### config.mk
export PLATFORM = sky130hd
export DESIGN_NAME = id_ex_stage
export DESIGN_NICKNAME = d
export VERILOG_FILES = /design/src/rtl/id_ex_stage.sv
export SDC_FILE = /design/constraint.sdc
export NUM_CORES = 1
export LEC_CHECK = 0
export BUFFER_PORTS_ARGS = -buffer_cell sky130_fd_sc_hd__buf_2
export CAP_MARGIN = 20
export CORE_AREA = 5 5 153 155
export CTS_BUF_LIST = sky130_fd_sc_hd__clkbuf_8
export DETAILED_ROUTE_END_ITERATION = 10
export DIE_AREA = 0 0 158 160
export PLACE_DENSITY = 0.71
export SETUP_SLACK_MARGIN = 0.2
export SLEW_MARGIN = 20
export SYNTH_ARGS = -nofsm -noshare
export SYNTH_HDL_FRONTEND = slang
export SYNTH_SLANG_ARGS = --single-unit
### constraint.sdc
create_clock -name clk -period 1.8 [get_ports clk]
set_input_delay 0.18 -clock clk [delete_from_list [all_inputs] [get_ports clk]]
set_output_delay 0.18 -clock clk [all_outputs]
set_load 0.005 [all_outputs]
### src/rtl/id_ex_stage.sv
// ID->EX pipeline register with operand forwarding, load-use bubble insertion,
// branch flush and downstream hold.
module id_ex_stage #(
  parameter int DATA_LEN     = 32,
  parameter int REG_ADDR_LEN = 5,
  parameter int CTRL_LEN     = 16
) (
  input  logic                    clk,
  input  logic                    rst,
  input  logic                    id_valid,
  input  logic [DATA_LEN-1:0]     id_pc,
  input  logic [REG_ADDR_LEN-1:0] id_raddr1,
  input  logic [REG_ADDR_LEN-1:0] id_raddr2,
  input  logic                    id_rs1_used,
  input  logic                    id_rs2_used,
  input  logic [DATA_LEN-1:0]     id_rdata1,
  input  logic [DATA_LEN-1:0]     id_rdata2,
  input  logic [DATA_LEN-1:0]     id_imm,
  input  logic [REG_ADDR_LEN-1:0] id_waddr,
  input  logic                    id_we,
  input  logic                    id_is_load,
  input  logic [CTRL_LEN-1:0]     id_ctrl,
  input  logic                    exmem_we,
  input  logic [REG_ADDR_LEN-1:0] exmem_waddr,
  input  logic [DATA_LEN-1:0]     exmem_wdata,
  input  logic                    memwb_we,
  input  logic [REG_ADDR_LEN-1:0] memwb_waddr,
  input  logic [DATA_LEN-1:0]     memwb_wdata,
  input  logic                    flush,
  input  logic                    hold,
  output logic                    id_stall,
  output logic                    ex_valid,
  output logic [DATA_LEN-1:0]     ex_pc,
  output logic [DATA_LEN-1:0]     ex_op1,
  output logic [DATA_LEN-1:0]     ex_op2,
  output logic [DATA_LEN-1:0]     ex_imm,
  output logic [REG_ADDR_LEN-1:0] ex_waddr,
  output logic                    ex_we,
  output logic                    ex_is_load,
  output logic [CTRL_LEN-1:0]     ex_ctrl
);

  typedef struct packed {
    logic                    valid;
    logic [DATA_LEN-1:0]     pc;
    logic [DATA_LEN-1:0]     op1;
    logic [DATA_LEN-1:0]     op2;
    logic [DATA_LEN-1:0]     imm;
    logic [REG_ADDR_LEN-1:0] waddr;
    logic                    we;
    logic                    is_load;
    logic [CTRL_LEN-1:0]     ctrl;
  } ex_t;

  ex_t                 ex_q;
  ex_t                 ex_d;
  logic [DATA_LEN-1:0] fwd_op1;
  logic [DATA_LEN-1:0] fwd_op2;
  logic                exmem_hit1, exmem_hit2;
  logic                memwb_hit1, memwb_hit2;
  logic                ex_load_live;
  logic                load_use;

  // x0 is hardwired, so a producer targeting it never supplies a forwarded value
  assign exmem_hit1 = exmem_we && (exmem_waddr != '0) && (exmem_waddr == id_raddr1);
  assign exmem_hit2 = exmem_we && (exmem_waddr != '0) && (exmem_waddr == id_raddr2);
  assign memwb_hit1 = memwb_we && (memwb_waddr != '0) && (memwb_waddr == id_raddr1);
  assign memwb_hit2 = memwb_we && (memwb_waddr != '0) && (memwb_waddr == id_raddr2);

  always_comb begin
    fwd_op1 = id_rdata1;
    if (exmem_hit1)      fwd_op1 = exmem_wdata;
    else if (memwb_hit1) fwd_op1 = memwb_wdata;
  end

  always_comb begin
    fwd_op2 = id_rdata2;
    if (exmem_hit2)      fwd_op2 = exmem_wdata;
    else if (memwb_hit2) fwd_op2 = memwb_wdata;
  end

  assign ex_load_live = ex_q.valid && ex_q.is_load && ex_q.we && (ex_q.waddr != '0);
  assign load_use     = ex_load_live && id_valid &&
                        ((id_rs1_used && (id_raddr1 == ex_q.waddr)) ||
                         (id_rs2_used && (id_raddr2 == ex_q.waddr)));

  // A flush kills the ID instruction, so there is nothing left to stall for.
  assign id_stall = (load_use || hold) && !flush;

  always_comb begin
    ex_d         = '0;
    ex_d.valid   = id_valid;
    ex_d.pc      = id_pc;
    ex_d.op1     = fwd_op1;
    ex_d.op2     = fwd_op2;
    ex_d.imm     = id_imm;
    ex_d.waddr   = id_waddr;
    ex_d.we      = id_we && id_valid;
    ex_d.is_load = id_is_load && id_valid;
    ex_d.ctrl    = id_ctrl;
  end

  always_ff @(posedge clk) begin
    if (rst) begin
      ex_q <= '0;
    end else if (flush) begin
      ex_q <= '0;
    end else if (hold) begin
      ex_q <= ex_q;
    end else if (load_use) begin
      ex_q <= '0;
    end else begin
      ex_q <= ex_d;
    end
  end

  assign ex_valid   = ex_q.valid;
  assign ex_pc      = ex_q.pc;
  assign ex_op1     = ex_q.op1;
  assign ex_op2     = ex_q.op2;
  assign ex_imm     = ex_q.imm;
  assign ex_waddr   = ex_q.waddr;
  assign ex_we      = ex_q.we;
  assign ex_is_load = ex_q.is_load;
  assign ex_ctrl    = ex_q.ctrl;

endmodule

==> results of run 1 <==
[flip-flops by register name, summed over array words and instances (netlist names)]
name,flops
ex_op1,32
ex_pc,32
ex_waddr,5
ex_ctrl,16
ex_we,1
ex_is_load,1
ex_op2,32
ex_imm,32
ex_valid,1
[critical path, delay by kind of cell (launching register included)]
family          cells  cell delay [ps]
buf+inv             4              690
compound gates      3              530
flops               1              390
simple gates        1              150
xor+xnor            1              130
[final timing paths]
kind / from / end / slack (ps) / cells past startpoint
worst min-delay path: id_imm[24] / ex_imm[24] / 30 / 4
worst max register to register: ex_waddr[0] / ex_pc[22] / -150 / 9
worst min register to register: ex_op2[14] / ex_op2[14] / 460 / 2
worst max-delay path: ex_waddr[0] / ex_pc[22] / -150 / 9
[through the flow]
stage | instance area (sq um) | util (%) | total power, mW | setup TNS [ps] | cells
global placement | 10900 | 50.2 | 5.03 | -4910 | 1615
global route | 13000 | 59.8 | 8.49 | -22850 | 1717
finish | 13000 | 59.8 | 8.15 | -12310 | 1718
CTS | 12600 | 58.1 | 8.14 | -11130 | 1709
floorplan | 8430 | - | 4.31 | 0 | 994
detailed placement | 10900 | 50.2 | 5.04 | -6350 | 1615
[synthesized netlist by cell type, drive strengths merged]
master and n:
o21a 2, a211o 88, inv 87, a221oi 64, o21ai 64, nor3 5, clkbuf 73, and2 1
o22ai 1, o31ai 64, or4 2, or2 1, and3 66, xnor2 10, nand3 4, nand2 156
nand4 3, a21oi 90, xor2 20, nor2 8, buf 33, dfxtp 152
[metal layers]
| layer | up-vias | share of wire [%] | GRT usage, % |
|---|---|---|---|
| met5 | - | 0.11 | 0 |
| met3 | 102 | 10 | 7.77 |
| met2 | 611 | 49 | 46.7 |
| met1 | 4549 | 36 | 31.8 |
| li1 | 4437 | - | - |
| met4 | 6 | 4.1 | 12.1 |
[cell families (layout without fill, tap and decap cells)]
| family | count (synthesis) | after routing | share of synthesized area, % |
|---|---|---|---|
| flops | 152 | 152 | 36.2 |
| xor+xnor | 30 | 30 | 3.13 |
| simple gates | 246 | 246 | 13.8 |
| other cells | 0 | 5 | 0 |
| compound gates | 373 | 373 | 36.1 |
| buf+inv | 193 | 632 | 10.8 |
[power by group through the flow]
stage | Sequential [mW] | Combinational (mW) | Clock (mW)
6_report | 3.54 | 1.66 | 2.96
3_5_place_dp | 3.62 | 1.43 | 0
3_3_place_gp | 3.61 | 1.41 | 0
4_1_cts | 3.54 | 1.58 | 3.02
5_1_grt | 3.55 | 1.77 | 3.16
2_1_floorplan | 3.62 | 0.693 | 0
[timing repair]
item | 4_1_cts | 5_1_grt
hold buffers | 26 | 0
pin swaps | 141 | 65
endpoints found under the setup margin | 138 | 153
buffers inserted | 21 | 1
endpoints found under the hold margin | 26 | 0
gates cloned | 15 | 3
gates resized for setup | 75 | 61
[layout make-up]
class	count	area, sq um
Multi-Input combinational cell	649	5040
Timing Repair Buffer	513	3730
Fill cell	1875	8710
Sequential cell	152	3060
Clock buffer	17	234
Inverter	87	327
Antenna cell	5	12.5
Clock inverter	15	210
Tap cell	280	350
==> qor.csv, run 1 <==
stage;metric;value;unit
floorplanning;Core Footprint;21700;sq um
worst_setup_path;CP Data Required Time;2190;ps
yosys;cells after synthesis;994;
global_routing;vias in the first global route;9595;
yosys;register area share after synthesis;36.2;%
floorplanning;Die Span Y;160;um
route;DR WL/cell;21.5;um
clock_network;CTS Buf Count;17;
clock_network;Clock transition at path regs;100;ps
yosys;Syn Nets;1238;
floorplanning;Die X;158;um
timing;RSZ-0062 raised after global routing;yes;
global_routing;Congestion Overflow GR;0;
power_and_ir_drop;Leak Pwr;6.06;nW
job;Max-cap violations;0;
yosys;Yosys cell types;30;
route;initial drt markers;772;
timing;Worst-Margin Slew;1250;ps
global_routing;initial antenna violation count;8;
yosys;#FFs+latches synth;152;
cells_and_area;layout cell share with drive strength beyond 1;48.4;%
timing;final critical-path setup slack;-153;ps
power_and_ir_drop;Logic pwr share;20.3;%
worst_setup_path;CP max stage delay;390;ps
timing;endpoints failing setup;131;
power_and_ir_drop;Flop pwr share;43.4;%
power_and_ir_drop;Power Internal;5.60;mW
route;final wirelength;37000;um
timing;Hold Fails Final Rpt;0;
route;DRC Markers;0;
cells_and_area;commonest non-fill, non-tap cell in the layout;buf_2;
worst_setup_path;Crit. End Element;flop;
timing;WHS;27.8;ps
worst_setup_path;CP Launch Type;flop;
yosys;Ys Warns;0;
timing;Max Clk Rate;512;MHz
timing;Rel. slew slack;16.8;%
route;Final ANT Viol Nets;0;
yosys;Synth area leaders;dfxtp_1 (36%), a221oi_2 (11%), a211o_1 (9.2%);
global_routing;first-pass GRT wire length;54700;um
yosys;Yosys top cell by area;dfxtp_1;
clock_network;root buffer selected by CTS;clkbuf_8;
worst_setup_path;Arr. time, crit path;2340;ps
worst_setup_path;Setup CP Type;reg -> reg;
yosys;Synth top area share;36.2;%
power_and_ir_drop;clock share of power;36.3;%
power_and_ir_drop;sw frac;31.4;%
floorplanning;Row Count;54;
worst_setup_path;crit-path max FO;9;
floorplanning;Die ar.;25300;sq um
power_and_ir_drop;sw power;2.56;mW
global_routing;gr usage total;27.4;%
route;First-pass DRT Iterations;6;
min_path;hold crit path type;in -> reg;
floorplanning;Initial Util;38.7;%
worst_setup_path;Slowest cell on crit path;dfxtp_4;
worst_setup_path;critical path, cell by cell;xnor2_2, nand4_1, o22ai_4, buf_6, buf_4, buf_12, bufbuf_16, a211o_1, a21oi_2;
timing;Clock Skew;17.1;ps
yosys;Syn Std Cell Area;8390;sq um
floorplanning;# IOs;397;
timing;Max Slew Vio Count;0;
timing;Final min period;1950;ps
cells_and_area;nets;1664;
power_and_ir_drop;peak supply drop;451;uV
clock_network;CTS tree;yes;
power_and_ir_drop;Pwr per Cell Area;629;nW/um^2
clock_network;worst skew pair latency;470;ps
clock_network;H-tree levels;4;
placed_design;IO buf count;396;
clock_network;clk buf depth;2;
outcome;run status;complete, but fails checks;
clock_network;clk sinks;152;
cells_and_area;most frequent cells in the layout;buf_2 (395), nand2_1 (156), dfxtp_1 (147), a211o_1 (88), inv_1 (87);
placed_design;Placer Congestion;0.925;
yosys;Mapped Avg Cell Area;8.44;sq um
timing;fin crit share;108;%
global_routing;largest net degree at the start of global routing;89;
placed_design;pre-CTS setup slack;-148;ps
route;Vias;9705;
cells_and_area;Area Growth Syn to Fin;54.6;%
outcome;failing checks;negative setup slack;
placed_design;DP HPWL;24500;um
route;vias per cell;5.65;
(Power assumes the default switching activity.)
==> inputs of run 2 (changes only) <==
--- a/config.mk
+++ b/config.mk
@@ -7,11 +7,11 @@
 export LEC_CHECK = 0
 export BUFFER_PORTS_ARGS = -buffer_cell sky130_fd_sc_hd__buf_2
 export CAP_MARGIN = 20
-export CORE_AREA = 5 5 153 155
+export CORE_AREA = 2 2 154 156
 export CTS_BUF_LIST = sky130_fd_sc_hd__clkbuf_8
 export DETAILED_ROUTE_END_ITERATION = 10
-export DIE_AREA = 0 0 158 160
-export PLACE_DENSITY = 0.71
+export DIE_AREA = 0 0 156 158
+export PLACE_DENSITY = 0.68
 export SETUP_SLACK_MARGIN = 0.2
 export SLEW_MARGIN = 20
 export SYNTH_ARGS = -nofsm -noshare
==> qor.csv, run 2 (same netlist as run 1, synthesis figures left out) <==
stage;metric;value;unit
worst_setup_path;CP Launch Type;flop;
clock_network;clk sinks;152;
cells_and_area;layout cell share with drive strength beyond 1;47.1;%
global_routing;Congestion Overflow GR;0;
route;final wirelength;34400;um
power_and_ir_drop;peak supply drop;399;uV
floorplanning;Die ar.;24600;sq um
power_and_ir_drop;clock share of power;34.8;%
cells_and_area;commonest non-fill, non-tap cell in the layout;buf_2;
placed_design;placed cell count;1636;
route;vias per cell;5.45;
floorplanning;Row Count;56;
global_routing;largest net degree at the start of global routing;100;
timing;setup TNS;-7600;ps
floorplanning;Core Footprint;23100;sq um
global_routing;GR Util met2;44.3;%
placed_design;Area after DPL;11000;sq um
power_and_ir_drop;Pwr per Cell Area;627;nW/um^2
timing;RSZ-0062 raised after global routing;yes;
timing;Hold Fails Final Rpt;0;
floorplanning;# IOs;397;
route;DRC Markers;0;
cells_and_area;most frequent cells in the layout;buf_2 (395), nand2_1 (155), dfxtp_1 (147), a211o_1 (88), inv_1 (87);
floorplanning;Die X;156;um
worst_setup_path;Arr. time, crit path;1820;ps
power_and_ir_drop;Leak Pwr;5.95;nW
placed_design;DP HPWL;23300;um
clock_network;clk buf depth;2;
power_and_ir_drop;Power Internal;5.31;mW
worst_setup_path;Setup CP Type;reg -> out;
worst_setup_path;Crit. End Element;output port;
route;Final ANT Viol Nets;0;
cells_and_area;nets;1666;
timing;Clock Skew;13.9;ps
clock_network;worst skew pair latency;470;ps
timing;fin crit share;111;%
clock_network;root buffer selected by CTS;clkbuf_8;
floorplanning;Initial Util;36.4;%
timing;Rel. slew slack;21.1;%
timing;Max Clk Rate;500;MHz
power_and_ir_drop;sw power;2.56;mW
global_routing;grt met1 use;30.1;%
worst_setup_path;CP Data Required Time;1620;ps
route;initial drt markers;708;
floorplanning;Die Span Y;158;um
worst_setup_path;crit-path max FO;3;
outcome;run status;complete, but fails checks;
power_and_ir_drop;Flop pwr share;44.9;%
global_routing;first-pass GRT wire length;49300;um
clock_network;H-tree levels;4;
cells_and_area;Final Non-Filler Cells;1729;
timing;Worst-Margin Slew;1180;ps
job;Max-cap violations;0;
worst_setup_path;Slowest cell on crit path;dfxtp_4;
power_and_ir_drop;sw frac;32.5;%
outcome;failing checks;negative setup slack;
cells_and_area;Area Growth Syn to Fin;49.6;%
clock_network;CTS tree;yes;
timing;Max Slew Vio Count;0;
global_routing;gr usage total;25.7;%
route;First-pass DRT Iterations;5;
power_and_ir_drop;Logic pwr share;20.3;%
placed_design;IO buf count;396;
cells_and_area;Finished Core Util;54.5;%
power_and_ir_drop;Tot Pwr;7.88;mW
timing;final critical-path setup slack;-200;ps
worst_setup_path;critical path, cell by cell;xnor2_2, nand4_1, o22ai_4, buf_12, a21oi_2, nor2_1, buf_2;
cells_and_area;final instance area;12600;sq um
global_routing;met3 usage;7.34;%
timing;endpoints failing setup;89;
worst_setup_path;CP max stage delay;390;ps
global_routing;initial antenna violation count;3;
global_routing;vias in the first global route;8986;
min_path;hold crit path type;in -> reg;
timing;Final min period;2000;ps
worst_setup_path;Buf+Inv Stages, Crit Path;2;
route;DR WL/cell;19.9;um
worst_setup_path;CP top delay family;flip-flops;
global_routing;gr busiest metal;met2;
clock_network;Clock transition at path regs;100;ps
clock_network;CTS Buf Count;17;
route;Vias;9418;
placed_design;Placer Congestion;0.869;
run 2: cell types whose count changed in the layout (fill, tap and decap cells not counted), sizes merged, moves of 2 or more:
cell	delta
dlygate4sd3	+11
buf	-9
clkinv	+5
bufbuf	-3
clkbuf	+3
clkinvlp	-3
bufinv	-2
run 2: per-stage QoR:
| step | setup WS, ps | hold WS [ps] |
|---|---|---|
| 3_5_place_dp | -146 | 436 |
| 4_1_cts | -216 | 0.0288 |
| 2_1_floorplan | 121 | 381 |
| 3_3_place_gp | -153 | 430 |
| 5_1_grt | -324 | 1.90 |
| 6_report | -200 | 28.0 |
run 2: timing repair:
action,CTS,global route
endpoints found under the setup margin,142,153
resized for setup,24,78
hold buffers,37,0
endpoints found under the hold margin,37,0
setup buffers,9,0
pin swaps,38,72
gates cloned,3,8
run 2: per-layer routing:
layer,vias to the layer above,part of all wire [%]
met5,-,0.038
met4,2,3.2
met3,77,8.5
met2,482,50
met1,4418,39
li1,4439,-
run 2: worst paths after layout:
check | start | end | slack [ps] | cells past startpoint
hold / removal | id_waddr[4] | ex_waddr[4] | 30 | 4
setup reg to reg | ex_waddr[4] | ex_imm[23] | -160 | 10
hold reg to reg | ex_op1[15] | ex_op1[15] | 460 | 2
setup / recovery | ex_waddr[2] | id_stall | -200 | 7
run 2: worst min-delay path, stage by stage:
cell     delay (ps)
buf_2            90
inv_1            40
a211o_1          80
a21oi_1          50
run 2: power groups by stage:
stage / Sequential [mW] / Clock, mW / Combinational (mW)
floorplan: 3.62 / 0 / 0.693
global placement: 3.61 / 0 / 1.40
detailed placement: 3.62 / 0 / 1.41
CTS: 3.53 / 2.82 / 1.50
global route: 3.55 / 2.96 / 1.73
finish: 3.54 / 2.74 / 1.60
run 2: cell type report:
cell class / count / area, sq um
diodes: 4 / 10.0
inverters: 87 / 327
clock inverters: 15 / 176
flip-flops and latches: 152 / 3060
fillers: 2138 / 10500
well taps: 290 / 363
repair buffers: 515 / 3510
clock buffers: 17 / 234
multi-input cells: 649 / 4880
